<file path="config.mk">
export PLATFORM = sky130hd
export DESIGN_NAME = adder_seq_flat
export DESIGN_NICKNAME = d
export VERILOG_FILES = /design/src/rtl/adder_seq_if.sv /design/src/rtl/adder_seq.sv /design/src/flat_wrapper.sv
export SDC_FILE = /design/constraint.sdc
export NUM_CORES = 1
export LEC_CHECK = 0
export BUFFER_PORTS_ARGS = -buffer_cell sky130_fd_sc_hd__buf_2
export CORE_ASPECT_RATIO = 0.75
export CORE_UTILIZATION = 61
export CTS_CLUSTER_DIAMETER = 80
export DETAILED_ROUTE_END_ITERATION = 6
export GPL_TIMING_DRIVEN = 0
export HOLD_SLACK_MARGIN = 0.1
export PLACE_DENSITY = 0.9
export SLEW_MARGIN = 10
export SYNTH_ARGS = -nofsm -noshare
export SYNTH_HDL_FRONTEND = slang
export SYNTH_SLANG_ARGS = --single-unit
</file>
<file path="constraint.sdc">
create_clock -name i_clk -period 7 [get_ports i_clk]
set_input_delay 0.7 -clock i_clk [delete_from_list [all_inputs] [get_ports i_clk]]
set_output_delay 0.7 -clock i_clk [all_outputs]
set_load 0.005 [all_outputs]
</file>
<file path="src/rtl/adder_seq_if.sv">
// adder_seq_if: operand/result bundle for the adder_seq sequencer.
//   master : drives din/enter/start/clear, observes the result and status lines
//   slave  : the sequencer itself
//   din     W-bit operand, sampled on enter
//   enter   push din into the operand buffer (1-cycle pulse)
//   start   sum the buffered operands (1-cycle pulse)
//   clear   abort, flush buffer, zero outputs (1-cycle pulse)
//   result  W-bit sum mod 2^W;  ovf  sticky carry out of bit W-1
//   done    1-cycle pulse, result/ovf valid
//   busy    summing;  count/full/empty  buffer occupancy
interface adder_seq_if #(
    parameter int unsigned W     = 8,
    parameter int unsigned DEPTH = 4
);
    localparam int unsigned CW = $clog2(DEPTH + 1);

    logic [W-1:0]  din;
    logic          enter;
    logic          start;
    logic          clear;
    logic [W-1:0]  result;
    logic          ovf;
    logic          done;
    logic          busy;
    logic [CW-1:0] count;
    logic          full;
    logic          empty;

    modport master (
        output din, enter, start, clear,
        input  result, ovf, done, busy, count, full, empty
    );

    modport slave (
        input  din, enter, start, clear,
        output result, ovf, done, busy, count, full, empty
    );
endinterface

</file>
<file path="src/rtl/adder_seq.sv">
// adder_seq: sequencer for one shared W-bit adder.
// Operands are pushed into a DEPTH-entry ring buffer with enter; start walks them
// through the adder one per clock into an accumulator, then publishes the sum and
// a sticky overflow flag with a one-cycle done pulse.
//   i_clk  system clock (rising edge)
//   i_rst  synchronous reset, active-high
//   bus    adder_seq_if slave modport (operand, control pulses, result/status)
module adder_seq #(
    parameter int unsigned W     = 8,
    parameter int unsigned DEPTH = 4
) (
    input logic        i_clk,
    input logic        i_rst,
    adder_seq_if.slave bus
);
    localparam int unsigned CW = $clog2(DEPTH + 1);
    // Keep pointers at least one bit wide so DEPTH=1 still elaborates.
    localparam int unsigned PW = (DEPTH > 1) ? $clog2(DEPTH) : 1;

    localparam logic [1:0] StIdle = 2'd0;
    localparam logic [1:0] StSum  = 2'd1;
    localparam logic [1:0] StDone = 2'd2;

    logic [1:0]    r_state;
    logic [W-1:0]  r_buf [DEPTH];
    logic [PW-1:0] r_wr_ptr;
    logic [PW-1:0] r_rd_ptr;
    logic [CW-1:0] r_count;
    logic [W-1:0]  r_acc;
    logic          r_acc_c;
    logic [W-1:0]  r_result;
    logic          r_ovf;
    logic          r_done;

    logic          w_full;
    logic          w_push;
    logic [W:0]    w_sum;
    logic [PW-1:0] w_wr_ptr_inc;
    logic [PW-1:0] w_rd_ptr_inc;

    assign w_full = (r_count == CW'(DEPTH));
    // Push only from IDLE; start wins over a coincident enter.
    assign w_push = (r_state == StIdle) && !bus.clear && !bus.start && bus.enter && !w_full;
    assign w_sum  = {1'b0, r_acc} + {1'b0, r_buf[r_rd_ptr]};

    assign w_wr_ptr_inc = (r_wr_ptr == PW'(DEPTH - 1)) ? '0 : r_wr_ptr + PW'(1);
    assign w_rd_ptr_inc = (r_rd_ptr == PW'(DEPTH - 1)) ? '0 : r_rd_ptr + PW'(1);

    // Buffer storage is never cleared; only pointers and count are.
    always_ff @(posedge i_clk) begin
        if (!i_rst && w_push) begin
            r_buf[r_wr_ptr] <= bus.din;
        end
    end

    always_ff @(posedge i_clk) begin
        if (i_rst || bus.clear) begin
            r_state  <= StIdle;
            r_wr_ptr <= '0;
            r_rd_ptr <= '0;
            r_count  <= '0;
            r_acc    <= '0;
            r_acc_c  <= 1'b0;
            r_result <= '0;
            r_ovf    <= 1'b0;
            r_done   <= 1'b0;
        end else begin
            // done trails the DONE state by one edge, giving start-to-done latency N+1.
            r_done <= (r_state == StDone);
            case (r_state)
                StIdle: begin
                    if (bus.start) begin
                        r_acc   <= '0;
                        r_acc_c <= 1'b0;
                        if (r_count != '0) begin
                            r_state <= StSum;
                        end else begin
                            r_state  <= StDone;
                            r_result <= '0;
                            r_ovf    <= 1'b0;
                        end
                    end else if (w_push) begin
                        r_wr_ptr <= w_wr_ptr_inc;
                        r_count  <= r_count + CW'(1);
                    end
                end
                StSum: begin
                    if (r_count != '0) begin
                        r_acc    <= w_sum[W-1:0];
                        r_acc_c  <= r_acc_c | w_sum[W];
                        r_rd_ptr <= w_rd_ptr_inc;
                        r_count  <= r_count - CW'(1);
                        if (r_count == CW'(1)) begin
                            // result/ovf are published only on entry to DONE.
                            r_state  <= StDone;
                            r_result <= w_sum[W-1:0];
                            r_ovf    <= r_acc_c | w_sum[W];
                        end
                    end else begin
                        r_state  <= StDone;
                        r_result <= r_acc;
                        r_ovf    <= r_acc_c;
                    end
                end
                StDone: begin
                    r_state <= StIdle;
                end
                default: begin
                    r_state <= StIdle;
                end
            endcase
        end
    end

    assign bus.result = r_result;
    assign bus.ovf    = r_ovf;
    assign bus.done   = r_done;
    assign bus.busy   = (r_state == StSum);
    assign bus.count  = r_count;
    assign bus.full   = w_full;
    assign bus.empty  = (r_count == '0);
endmodule

</file>
<file path="src/flat_wrapper.sv">
// flat-port wrapper written by rule: the top's interface ports become plain ports
module adder_seq_flat 
#(
    parameter int unsigned W     = 8,
    parameter int unsigned DEPTH = 4
)
  (i_clk, i_rst, bus_din, bus_enter, bus_start, bus_clear, bus_result, bus_ovf, bus_done, bus_busy, bus_count, bus_full, bus_empty);
  adder_seq_if #(.W(W), .DEPTH(DEPTH)) bus_i ();
  input logic i_clk;
  input logic i_rst;
  input wire logic [$bits(bus_i.din)-1:0] bus_din;
  input wire logic [$bits(bus_i.enter)-1:0] bus_enter;
  input wire logic [$bits(bus_i.start)-1:0] bus_start;
  input wire logic [$bits(bus_i.clear)-1:0] bus_clear;
  output wire logic [$bits(bus_i.result)-1:0] bus_result;
  output wire logic [$bits(bus_i.ovf)-1:0] bus_ovf;
  output wire logic [$bits(bus_i.done)-1:0] bus_done;
  output wire logic [$bits(bus_i.busy)-1:0] bus_busy;
  output wire logic [$bits(bus_i.count)-1:0] bus_count;
  output wire logic [$bits(bus_i.full)-1:0] bus_full;
  output wire logic [$bits(bus_i.empty)-1:0] bus_empty;
  assign bus_i.din = bus_din;
  assign bus_i.enter = bus_enter;
  assign bus_i.start = bus_start;
  assign bus_i.clear = bus_clear;
  assign bus_result = bus_i.result;
  assign bus_ovf = bus_i.ovf;
  assign bus_done = bus_i.done;
  assign bus_busy = bus_i.busy;
  assign bus_count = bus_i.count;
  assign bus_full = bus_i.full;
  assign bus_empty = bus_i.empty;
  adder_seq #(.W(W), .DEPTH(DEPTH)) u_core (.i_clk(i_clk), .i_rst(i_rst), .bus(bus_i));
endmodule
</file>
==> results.ini <==
[detailed_routing]
routedWlPerCell_microns=19.5
drc=0
vias=2049
drt_wl_total_microns=6330
routed_via_density=6.30
dr.first_iter.drc_count=306
drtAntennaViolNets=0
drtPass1Iterations=5

[pwr]
peakVddDrop_mv=0.152
power.leakage_nw=1.19
p_per_area_nw_per_um2=225
power_uw=712

[floorplan]
initial_core_util_pct=66.0
fp.dieW_microns=79.9
die_area_sq_um=4820
rows=20
fp.dieH_microns=60.4
core_sq_um=4200
io_pins=29

[yosys]
yosysWarningCount=0
syn_area_per_cell_sq_um=12.3
synthArstFlopShare_pct=0
ys_ff_latch=62
syn_area_sq_um=2770
synthDistinctLibCells=46
synthTopCellsByArea=edfxtp_1 (35%), dfxtp_1 (22%), ha_1 (7.7%)
syn_inst=226
synth-edff-count=32
synth_area_leader_cell=edfxtp_1
netlist_top_cells_count=edfxtp_1 (32), dfxtp_1 (30), nor2_1 (22)
synth_top_area_share_pct=34.6
yosysSeqAreaShare_pct=56.3
syn_nets=257
synth_most_common_cell=edfxtp_1
synth_top_flop_cell=edfxtp_1

[timing]
slew_viol_final=0
fmax_ghz=0.298
hold_viol_final=0
final.period_utilization_pct=47.9
setup-violations-final=0
rsz0062_at_grt=no
fin_ws_ns=3.64
fin_crit_ns=3.36
fin_skew_ns=0.00898
worst_pin_slew_ns=0.739
slew_headroom_pct=50.4
whs_ns=0.456
setup_tns_ns=0

[clock_tree]
cts.htree.levels=3
cts_resized=0
cts_tree=done
cts.sinks=62
ctsHoldBuffers=0
cts_root_buf=clkbuf_8
clkTransAtPathRegs_ns=0.07
numCtsBuffers=9
insertion_delay_ns=0.35
post_cts_buffers=0
max-clock-path-buffers=2

[global_routing]
grt_antenna_before_repair=0
grt.total_usage_pct=29.5
grt_pass1_vias=1995
grt_use_met2_pct=48.5
gr-usage-met1_pct=34.8
grt_remaining_overflow=0
grtUsageMet3_pct=11.9
grt_max_degree=11
grt_pass1_wl_microns=9860
grt_busiest_layer=met2

[placed_design]
io_buffers=28
dp_cells=309
pre_cts_ws_ns=3.68
gp_congestion=0.859
dpl_cell_area_sq_um=2980
dp_hpwl_microns=4170

[finish]
fin_util_pct=75.3
drive_above_1_share_pct=20.7
final_cell_area_sq_um=3170
final_cells=325
diodes=0
final_nets=296
area_growth_pct=14.1

[job]
drv_cap=0

[outcome]
status=complete, no violations

[worst_setup_path]
worstSetupEndpointType=flip-flop
startpoint_type=flip-flop
crit_required_ns=7.21
cp_data_arrival_time_ns=3.57
critical_path_class=reg -> reg
cp_max_fo=8

[hold_path]
min_path_type=reg -> reg

## cells in the final DEF (no fill, tap or decap), types with 2 or more instances in the layout
cell type,n
nand2_1,19
mux4_2,8
and2_1,9
a31oi_1,2
or2_2,2
nand3_1,3
a22oi_1,2
ha_1,17
and3_1,2
o31ai_1,3
nand2b_1,2
a211oi_1,3
inv_1,4
clkbuf_8,9
dfxtp_1,30
xor2_1,3
nor3_1,3
buf_2,29
a21o_1,3
o22ai_1,2
mux2i_1,3
clkinv_2,2
a221oi_1,2
o21ai_0,5
nor2_1,22
clkbuf_1,8
xnor2_1,6
edfxtp_1,32
a21oi_1,14
## power by group
part	total (mW)	internal, mW	switching (mW)	leakage [nW]
Combinational	0.0303	0.0105	0.0198	0.573
Sequential	0.385	0.383	0.00148	0.530
Clock	0.297	0.163	0.133	0.0904
## registers in the layout, summed over array words and instances, names as in the netlist, named ones only
signal,flops
u_core.bus.done,1
u_core.bus.count,3
u_core.r_wr_ptr,2
u_core.r_buf,32
u_core.r_acc_c,1
u_core.bus.result,8
u_core.r_acc,8
u_core.r_state,2
u_core.bus.ovf,1
u_core.r_rd_ptr,2
## worst paths after layout
path                                     from  slack (ns)  depth (start not counted)                           to
setup / recovery                    flip-flop        3.64                          9  u_core.r_acc_c$_SDFFE_PP0P_
hold / removal    u_core.bus.ovf$_SDFFE_PP0P_        0.46                          2  u_core.bus.ovf$_SDFFE_PP0P_
setup reg to reg                    flip-flop        3.64                          9  u_core.r_acc_c$_SDFFE_PP0P_
hold reg to reg   u_core.bus.ovf$_SDFFE_PP0P_        0.46                          2  u_core.bus.ovf$_SDFFE_PP0P_
## cells by family (layout without fill, tap and decap cells)
logic type / Yosys count / in the layout / synth area share (%)
xor gates and xnor gates: 9 / 9 / 2.84
and+or+nand+nor: 67 / 67 / 11.5
AOI/OAI and AO/OA: 46 / 46 / 11.6
buffers and inverters: 13 / 57 / 1.80
muxes: 11 / 11 / 7.58
DFF: 62 / 62 / 56.3
adders and majority gates: 18 / 18 / 8.39
## metal layers
metal / share of wire (%) / vias up
li1: - / 913
met1: 39 / 983
met2: 49 / 130
met3: 9.0 / 23
met4: 2.9 / 0
met5: 0 / -
## critical path, cell delays in order (launching register included)
cell	delay [ns]
dfxtp_1	0.31
clkbuf_1	0.51
mux4_2	0.62
ha_1	0.24
fa_1	0.41
a21o_1	0.21
a221oi_1	0.40
o21ai_0	0.23
a31oi_1	0.22
a211oi_1	0.07
## final cells by class
class | count | area, sq um
Buffer | 7 | 27.5
Inverter | 6 | 22.5
Multi-Input combinational cell | 151 | 1160
Clock inverter | 4 | 47.5
Clock buffer | 12 | 135
Timing Repair Buffer | 28 | 140
Fill cell | 254 | 1040
Sequential cell | 62 | 1560
Tap cell | 55 | 68.8
(Power assumes the default switching activity.)
